[src/rtl/lsu_pkg.sv]
// Shared LSU types: the per-entry load queue lifecycle state encoding.
package lsu_pkg;

  typedef enum logic [2:0] {
    INVALID   = 3'd0,
    WAIT_ADDR = 3'd1,
    READY     = 3'd2,
    FIRED     = 3'd3,
    SLEEP     = 3'd4,
    DONE      = 3'd5
  } ldq_state_t;

endpackage

[src/rtl/ldq_entry_fsm.sv]
// One LDQ entry: lifecycle state plus the ROB tag of the store it sleeps on.
module ldq_entry_fsm
  import lsu_pkg::*;
#(
  parameter int ROB_TAG_WIDTH = 32
) (
  input  logic                     clk,
  input  logic                     reset_n,
  input  logic                     flush_i,
  input  logic                     alloc_i,
  input  logic                     addr_i,
  input  logic                     fire_i,
  input  logic                     sleep_i,
  input  logic [ROB_TAG_WIDTH-1:0] sleep_rob_tag_i,
  input  logic                     bypass_i,
  input  logic                     wake_valid_i,
  input  logic [ROB_TAG_WIDTH-1:0] wake_rob_tag_i,
  input  logic                     complete_i,
  input  logic                     nack_i,
  input  logic                     free_i,
  output ldq_state_t               state_o,
  output logic [ROB_TAG_WIDTH-1:0] tag_o
);

  ldq_state_t               state_q, state_d;
  logic [ROB_TAG_WIDTH-1:0] tag_q, tag_d;

  always_ff @(posedge clk or negedge reset_n) begin
    if (!reset_n) begin
      state_q <= INVALID;
      tag_q   <= '0;
    end else begin
      state_q <= state_d;
      tag_q   <= tag_d;
    end
  end

  // Flush beats alloc beats every state-specific event.
  always_comb begin
    state_d = state_q;
    tag_d   = tag_q;
    if (flush_i) begin
      state_d = INVALID;
    end else if (alloc_i) begin
      state_d = WAIT_ADDR;
      tag_d   = '0;
    end else begin
      case (state_q)
        WAIT_ADDR: if (addr_i) state_d = READY;
        READY: begin
          if (fire_i) begin
            if (sleep_i) begin
              // The tag is latched even when the same-cycle wake bypasses SLEEP.
              tag_d   = sleep_rob_tag_i;
              state_d = bypass_i ? READY : SLEEP;
            end else begin
              state_d = FIRED;
            end
          end
        end
        SLEEP: if (wake_valid_i && (wake_rob_tag_i == tag_q)) state_d = READY;
        FIRED: begin
          if (complete_i)  state_d = DONE;
          else if (nack_i) state_d = READY;
        end
        DONE:    if (free_i) state_d = INVALID;
        default: state_d = state_q;
      endcase
    end
  end

  assign state_o = state_q;
  assign tag_o   = tag_q;

endmodule

[src/rtl/load_wakeup_tracker.sv]
// LDQ lifecycle tracker: decodes indexed events into one-hot per-entry strobes and publishes state masks.
module load_wakeup_tracker
  import lsu_pkg::*;
#(
  parameter int ROB_TAG_WIDTH = 32,
  parameter int LDQ_SIZE      = 32
) (
  input  logic                                   clk,
  input  logic                                   reset_n,
  input  logic                                   alloc_valid,
  input  logic [$clog2(LDQ_SIZE)-1:0]            alloc_index,
  input  logic                                   addr_valid,
  input  logic [$clog2(LDQ_SIZE)-1:0]            addr_index,
  input  logic                                   load_fired,
  input  logic [$clog2(LDQ_SIZE)-1:0]            load_fired_ldq_index,
  input  logic                                   sleep,
  input  logic [ROB_TAG_WIDTH-1:0]               sleep_rob_tag,
  input  logic                                   forward,
  input  logic                                   wake_valid,
  input  logic [ROB_TAG_WIDTH-1:0]               wake_rob_tag,
  input  logic                                   load_complete,
  input  logic [$clog2(LDQ_SIZE)-1:0]            load_complete_index,
  input  logic                                   load_nack,
  input  logic [$clog2(LDQ_SIZE)-1:0]            load_nack_index,
  input  logic                                   free_valid,
  input  logic [$clog2(LDQ_SIZE)-1:0]            free_index,
  input  logic [LDQ_SIZE-1:0]                    flush_mask,
  output logic [LDQ_SIZE-1:0]                    ldq_ready,
  output logic [LDQ_SIZE-1:0]                    ldq_sleeping,
  output logic [LDQ_SIZE-1:0]                    ldq_done,
  output logic [LDQ_SIZE-1:0][ROB_TAG_WIDTH-1:0] ldq_sleep_tag
);

  localparam int IDX_W = $clog2(LDQ_SIZE);

  // Forwarding does not change the lifecycle; a forwarded load still waits for load_complete.
  logic unused_forward;
  assign unused_forward = forward;

  // Only the fired entry can take the bypass, so one shared comparator suffices.
  logic bypass;
  assign bypass = wake_valid && (wake_rob_tag == sleep_rob_tag);

  ldq_state_t entry_state [LDQ_SIZE];

  for (genvar i = 0; i < LDQ_SIZE; i++) begin : g_entry
    ldq_entry_fsm #(
      .ROB_TAG_WIDTH(ROB_TAG_WIDTH)
    ) u_entry (
      .clk            (clk),
      .reset_n        (reset_n),
      .flush_i        (flush_mask[i]),
      .alloc_i        (alloc_valid   && (alloc_index          == IDX_W'(i))),
      .addr_i         (addr_valid    && (addr_index           == IDX_W'(i))),
      .fire_i         (load_fired    && (load_fired_ldq_index == IDX_W'(i))),
      .sleep_i        (sleep),
      .sleep_rob_tag_i(sleep_rob_tag),
      .bypass_i       (bypass),
      .wake_valid_i   (wake_valid),
      .wake_rob_tag_i (wake_rob_tag),
      .complete_i     (load_complete && (load_complete_index  == IDX_W'(i))),
      .nack_i         (load_nack     && (load_nack_index      == IDX_W'(i))),
      .free_i         (free_valid    && (free_index           == IDX_W'(i))),
      .state_o        (entry_state[i]),
      .tag_o          (ldq_sleep_tag[i])
    );

    assign ldq_ready[i]    = (entry_state[i] == READY);
    assign ldq_sleeping[i] = (entry_state[i] == SLEEP);
    assign ldq_done[i]     = (entry_state[i] == DONE);
  end

endmodule

[config.mk]
export PLATFORM = sky130hd
export DESIGN_NAME = load_wakeup_tracker
export DESIGN_NICKNAME = d
export VERILOG_FILES = /design/src/rtl/lsu_pkg.sv /design/src/rtl/ldq_entry_fsm.sv /design/src/rtl/load_wakeup_tracker.sv
export SDC_FILE = /design/constraint.sdc
export NUM_CORES = 2
export LEC_CHECK = 0
export CORE_AREA = 5 5 480 482
export DETAILED_ROUTE_END_ITERATION = 10
export DIE_AREA = 0 0 485 487
export GPL_TIMING_DRIVEN = 0
export HOLD_SLACK_MARGIN = 0.15
export SLEW_MARGIN = 25
export SYNTH_ARGS = -nofsm -noshare
export SYNTH_HDL_FRONTEND = slang
export SYNTH_HIERARCHICAL = 1
export SYNTH_SLANG_ARGS = --single-unit
[constraint.sdc]
create_clock -name clk -period 1.9 [get_ports clk]
set_input_delay 0.475 -clock clk [delete_from_list [all_inputs] [get_ports clk]]
set_output_delay 0.475 -clock clk [all_outputs]
set_load 0.005 [all_outputs]
### After elaboration in Yosys (flattened, before gate mapping)

Cells that the tools add are included.

| operators by class | value |
|---|---|
| mux-type cells | 387 |
| equal/unequal tests | 539 |
| reduce and logical (&&, ||, !) cells | 423 |
| bitwise gates (word level) | 32 |

Operators by type and width:

| kind | number |
|---|---|
| $mux W32 | 97 |
| $eq A32 B32 Y1 | 33 |
| $mux W3 | 258 |
| $ne A4 B2 Y1 const B | 128 |
| $eq A5 B5 Y1 const B | 96 |
| $pmux W3 S5 | 32 |
| $eq A5 B4 Y1 const B | 48 |
| $logic_and A1 B1 Y1 | 225 |
| $reduce_bool A7 Y1 | 32 |
| $eq A3 B2 Y1 const B | 64 |
| $eq A3 B3 Y1 const B | 64 |
| $reduce_and A6 Y1 | 32 |
| $reduce_bool A2 Y1 | 96 |
| $ne A5 B2 Y1 const B | 32 |
| $reduce_and A4 Y1 | 32 |
| $eq A5 B3 Y1 const B | 24 |
| $eq A3 B1 Y1 const B | 32 |
| $eq A5 B2 Y1 const B | 12 |
| $not A1 Y1 | 32 |
| $eq A5 B1 Y1 const B | 6 |
| $logic_not A5 Y1 | 6 |

| word-level totals | value |
|---|---|
| flip-flop bits (word level) | 1120 |
| output and inout bits | 1120 |
| logic and storage cells | 1445 |

### Depth between registers and ports, before layout

| depth | value |
|---|---|
| word-level depth | 8 |
| gate-level depth with buffers | 10 |

### Modules after synthesis

Netlist, hierarchy kept.

Modules (own cells, without submodules):

| module | instances | area an instance (µm²) | cells each |
|---|---|---|---|
| ldq_entry_fsm at g_entry[0].u_entry ... | 31 | 1779.2 | 154 |
| load_wakeup_tracker | 1 | 2442.3 | 448 |
| ldq_entry_fsm at g_entry[7].u_entry | 1 | 1755.4 | 152 |

### Worst setup path before layout

No wires, ideal clock.

| timing | value |
|---|---|
| path kind | in2reg |
| start point | input port sleep_rob_tag[23] |
| end point | register g_entry[0].u_entry.state_q[2] |
| arrival time | 3.174 ns |
| path buffers | 0 |
| cell stages on the path | 9 |
| setup slack | -1.395 ns |
| cell sequence | xor2_1 -> nor4_1 -> nand4_1 -> nor3_2 -> nor3b_1 -> o21ai_2 -> nand4_1 -> or4_4 -> o211a_1 |

| on the way | value |
|---|---|
| longest elaborated chain between the ends | 8 |

RTL lines:

| element | RTL line | source |
|---|---|---|
| start, declared | load_wakeup_tracker.sv:17 | `input logic [ROB_TAG_WIDTH-1:0] sleep_rob_tag,` |
| $eq A32 B32 Y1 | load_wakeup_tracker.sv:42 | `assign bypass = wake_valid && (wake_rob_tag == sleep_rob_tag);` |
| $logic_and A1 B1 Y1 | load_wakeup_tracker.sv:42 |  |
| named net bypass | load_wakeup_tracker.sv:41 | `logic bypass;` |
| $mux W3 | ldq_entry_fsm.sv:55 | `state_d = bypass_i ? READY : SLEEP;` |
| $mux W3 | ldq_entry_fsm.sv:52 | `if (sleep_i) begin` |
| $mux W3 | ldq_entry_fsm.sv:51 | `if (fire_i) begin` |
| $pmux W3 S5 | ldq_entry_fsm.sv:48 | `case (state_q)` |
| $mux W3 | ldq_entry_fsm.sv:44 | `end else if (alloc_i) begin` |
| $mux W3 | ldq_entry_fsm.sv:42 | `if (flush_i) begin` |
| end signal, assigned | ldq_entry_fsm.sv:33 | `state_q <= state_d;` |
| end, declared | ldq_entry_fsm.sv:25 | `ldq_state_t state_q, state_d;` |

The timed path passes the listed nets, and every way through them passes these cells. The select of a mux whose other input is x is not followed.
A chain may end at the register's enable or synchronous reset.

### Final worst setup path

| timing | value |
|---|---|
| start point | input port sleep_rob_tag[5] |
| end point | register g_entry[2].u_entry.state_q[2] |

| on the way | value |
|---|---|
| longest elaborated chain between the ends | 8 |

RTL lines:

| element | RTL line |
|---|---|
| $eq A32 B32 Y1 | load_wakeup_tracker.sv:42 |
| $logic_and A1 B1 Y1 | load_wakeup_tracker.sv:42 |
| named net bypass | load_wakeup_tracker.sv:41 |
| $mux W3 | ldq_entry_fsm.sv:55 |
| $mux W3 | ldq_entry_fsm.sv:52 |
| $mux W3 | ldq_entry_fsm.sv:51 |
| $pmux W3 S5 | ldq_entry_fsm.sv:48 |
| $mux W3 | ldq_entry_fsm.sv:44 |
| $mux W3 | ldq_entry_fsm.sv:42 |
| end signal, assigned | ldq_entry_fsm.sv:33 |
| end, declared | ldq_entry_fsm.sv:25 |

The timed path passes the listed nets, and every way through them passes these cells. The select of a mux whose other input is x is not followed.

==> metrics.csv <==
metric,value,unit
final_area,0.09629,sq mm
synth_edf_count,0,
fin_crit_sh,1.324,
p_switching,17140,uW
synth.yosys.seq_area_share,0.4722,
dieArea,0.2362,sq mm
arrival,3200,ps
track_usage,0.3521,
ctsHoldBuffers,4,
yosysMostFrequentCell,dfrtp_1,
synth-seq-cells,1120,
whs,-436.1,ps
place_congestion,0.9066,
synth_top_area_frac,0.4722,
fmax,397.5,MHz
cts_buffers,138,
setup_slack,-615.4,ps
seqPwrFrac,0.400,
core_area,0.2260,sq mm
reg2reg_from,g_entry[31].u_entry/tag_o[31],
clock_path_buffers,3,
yosysWarnings,6,
slew_violations,0,
start_kind,input port,
drive_gt1_frac,0.4495,
async_reset_ff_frac,1.000,
avgRoutedWirePerCell,38.95,um
num_rows,175,
dp_hpwl,300200,um
fin_crit,2515,ps
vdd_drop_max,867.1,uV
insertion_delay,820,ps
ios,1257,
worstMarginPinSlew,794.1,ps
ant_nets,0,
intPower,42620,uW
combPwrFrac,0.127,
hold_violations,183,
antenna_found_initial,69,
clock_sinks,1120,
path_delay_family,simple AND/OR/NAND/NOR gates,
synth.area.top_cells,"dfrtp_1 47%, a22o_1 15%, xor2_1 10%",
synth_common_cells,"1120 x dfrtp_1, 993 x a22o_1, 697 x xor2_1, 382 x nor2_1, 328 x xnor2_1",
grt_pass1_vias,60926,
cp.required,2580,ps
status,"finished, violations left",
vias,64507,
drc,0,
critPathMaxFanout,4,
p_leak,0.05073,uW
synthFlopType,dfrtp_1,
die_h,487,um
skew,24.15,ps
r2r_cells,5,
drv_cap,0,
rsz0062_at_grt,yes,
synth_nets,5511,
cts_root_buffer,clkbuf_16,
routed_wl,442000,um
reg2reg_to,g_entry[31].u_entry/state_o[2],
worst_path_max_delay_cell,or4_4,
place_area,0.07837,sq mm
cp_cell_sequence,"buf_16, buf_16, xor2_1, nor4_1, nand3_1, nor3_4, buf_8, buf_12, buf_12, nor3b_4, o21ai_2, nand4_1, or4_4, o211a_1",
grt_pass1_wl,563500,um
finalSetupViolations,250,
final_core_util,0.4261,
crit_type,input port to flop,
syn_area_per_cell,11.04,sq um
synth_cells,5374,
finalNetCount,8331,
start_util,0.2627,
slew_headroom,0.4693,
endpoint_kind,flop,
slowest_delay,570,ps
path_clk_slew,60,ps
cts_tree,done,
totalPowerFinal,59760,uW
synth_cell_types,49,
clockPowerShare,0.474,
reg2reg_slack,-330,ps
yosysTopAreaCell,dfrtp_1,
syn_to_final_growth,62.23,%
fin_setup_tns,-59280,ps
grt_max_degree,133,
io_buffers,1253,
hold_path.class,input port to async pin,
htree_levels,4,
grt.overflow.total,0,
drt_iter0_drc,7166,
power_density,620.7,mW/mm^2
crit_buf_inv,5,
syn-cell-area,0.05935,sq mm
drt-pass1-iter-count,6,
violations,"negative hold slack, negative setup slack",
die_w,485,um
vias_per_cell,5.684,
swShare,0.2869,
[metal layers]
layer  share of wire  up-vias  track usage  wire, um
met5         0.00040        -            0       179
met4            0.10       30       0.2940     46340
met3            0.13     1618       0.1481     55760
met2            0.43     5015       0.5310    189900
met1            0.34    32324       0.3847    149900
li1                -    25520            -         -
[timing repair]
| action | 4_1_cts | 5_1_grt |
|---|---|---|
| cloned | 17 | 20 |
| pin swaps | 164 | 159 |
| endpoints found under the hold margin | 159 | 338 |
| buffers inserted | 657 | 677 |
| gates resized for setup | 3445 | 1613 |
| setup endpoints to repair | 2353 | 2327 |
[logic make-up after synthesis]
family,after synthesis,share of synthesized area
buffers and inverters,339,0.02962
and+or+nand+nor,1359,0.1363
DFF,1120,0.4722
AOI/OAI and AO/OA,1531,0.2106
xor gates and xnor gates,1025,0.1513
[through the flow]
step | std cells | setup WS (ps)
floorplan | 5374 | -1058
global placement | 9636 | -52530
detailed placement | 9730 | -2360
CTS | 10631 | -634.2
global route | 11333 | -659.5
finish | 11348 | -615.4
[area by class of cell]
class | instances | area, sq um
inverter | 63 | 236.5
fill | 21347 | 129700
clock buffer | 187 | 3939
multi-input combinational | 3915 | 31950
clock inverter | 61 | 798.3
timing repair buffer | 2717 | 25160
antenna | 37 | 92.59
tap | 3009 | 3765
buffer | 239 | 2048
sequential | 1120 | 28290
[power groups by stage]
stage	logic [uW]	registers, uW	clock network, uW
final	7570	23900	28300
after global routing	7620	23900	29500
after CTS	7200	23900	28500
after detailed placement	5900	24300	0
after global placement	5200	24400	0
after floorplan	1390	24300	0
[cell usage in the layout (no fill, tap or decap), types with 45 or more instances in the layout]
master             n
nor4_1           100
buf_6            413
a22o_1           993
clkbuf_2         394
nor2b_4           45
buf_4           1390
nor2_1           308
nand4_1           73
nand3_1           98
nor2_2            45
o21ai_0          119
inv_1             63
xor2_1           696
clkbuf_16        146
dfrtp_1          911
dfrtp_2          209
buf_2            268
xnor2_1          328
nor3b_2           46
nor3b_4           48
buf_16           146
dlymetal6s2s_1   190
nand2_1          162
a21oi_1           93
nor4_2            65
[state kept, by name (all words and copies together) (netlist names)]
register / cells
g_entry.u_entry/state_o: 96
g_entry.u_entry/tag_o: 1024
[worst max-delay path by stage]
stage                                           to  cells past startpoint                     startpoint
detailed placement   g_entry[0].u_entry/state_o[2]                     13              sleep_rob_tag[29]
global placement       g_entry[7].u_entry/tag_o[7]                      1                        reset_n
CTS                                   ldq_ready[4]                      3  g_entry[4].u_entry/state_o[2]
global route        g_entry[10].u_entry/state_o[2]                     14                wake_rob_tag[8]
finish               g_entry[2].u_entry/state_o[2]                     14               sleep_rob_tag[5]
floorplan            g_entry[0].u_entry/state_o[2]                      9              sleep_rob_tag[18]
(Power assumes the default switching activity.)
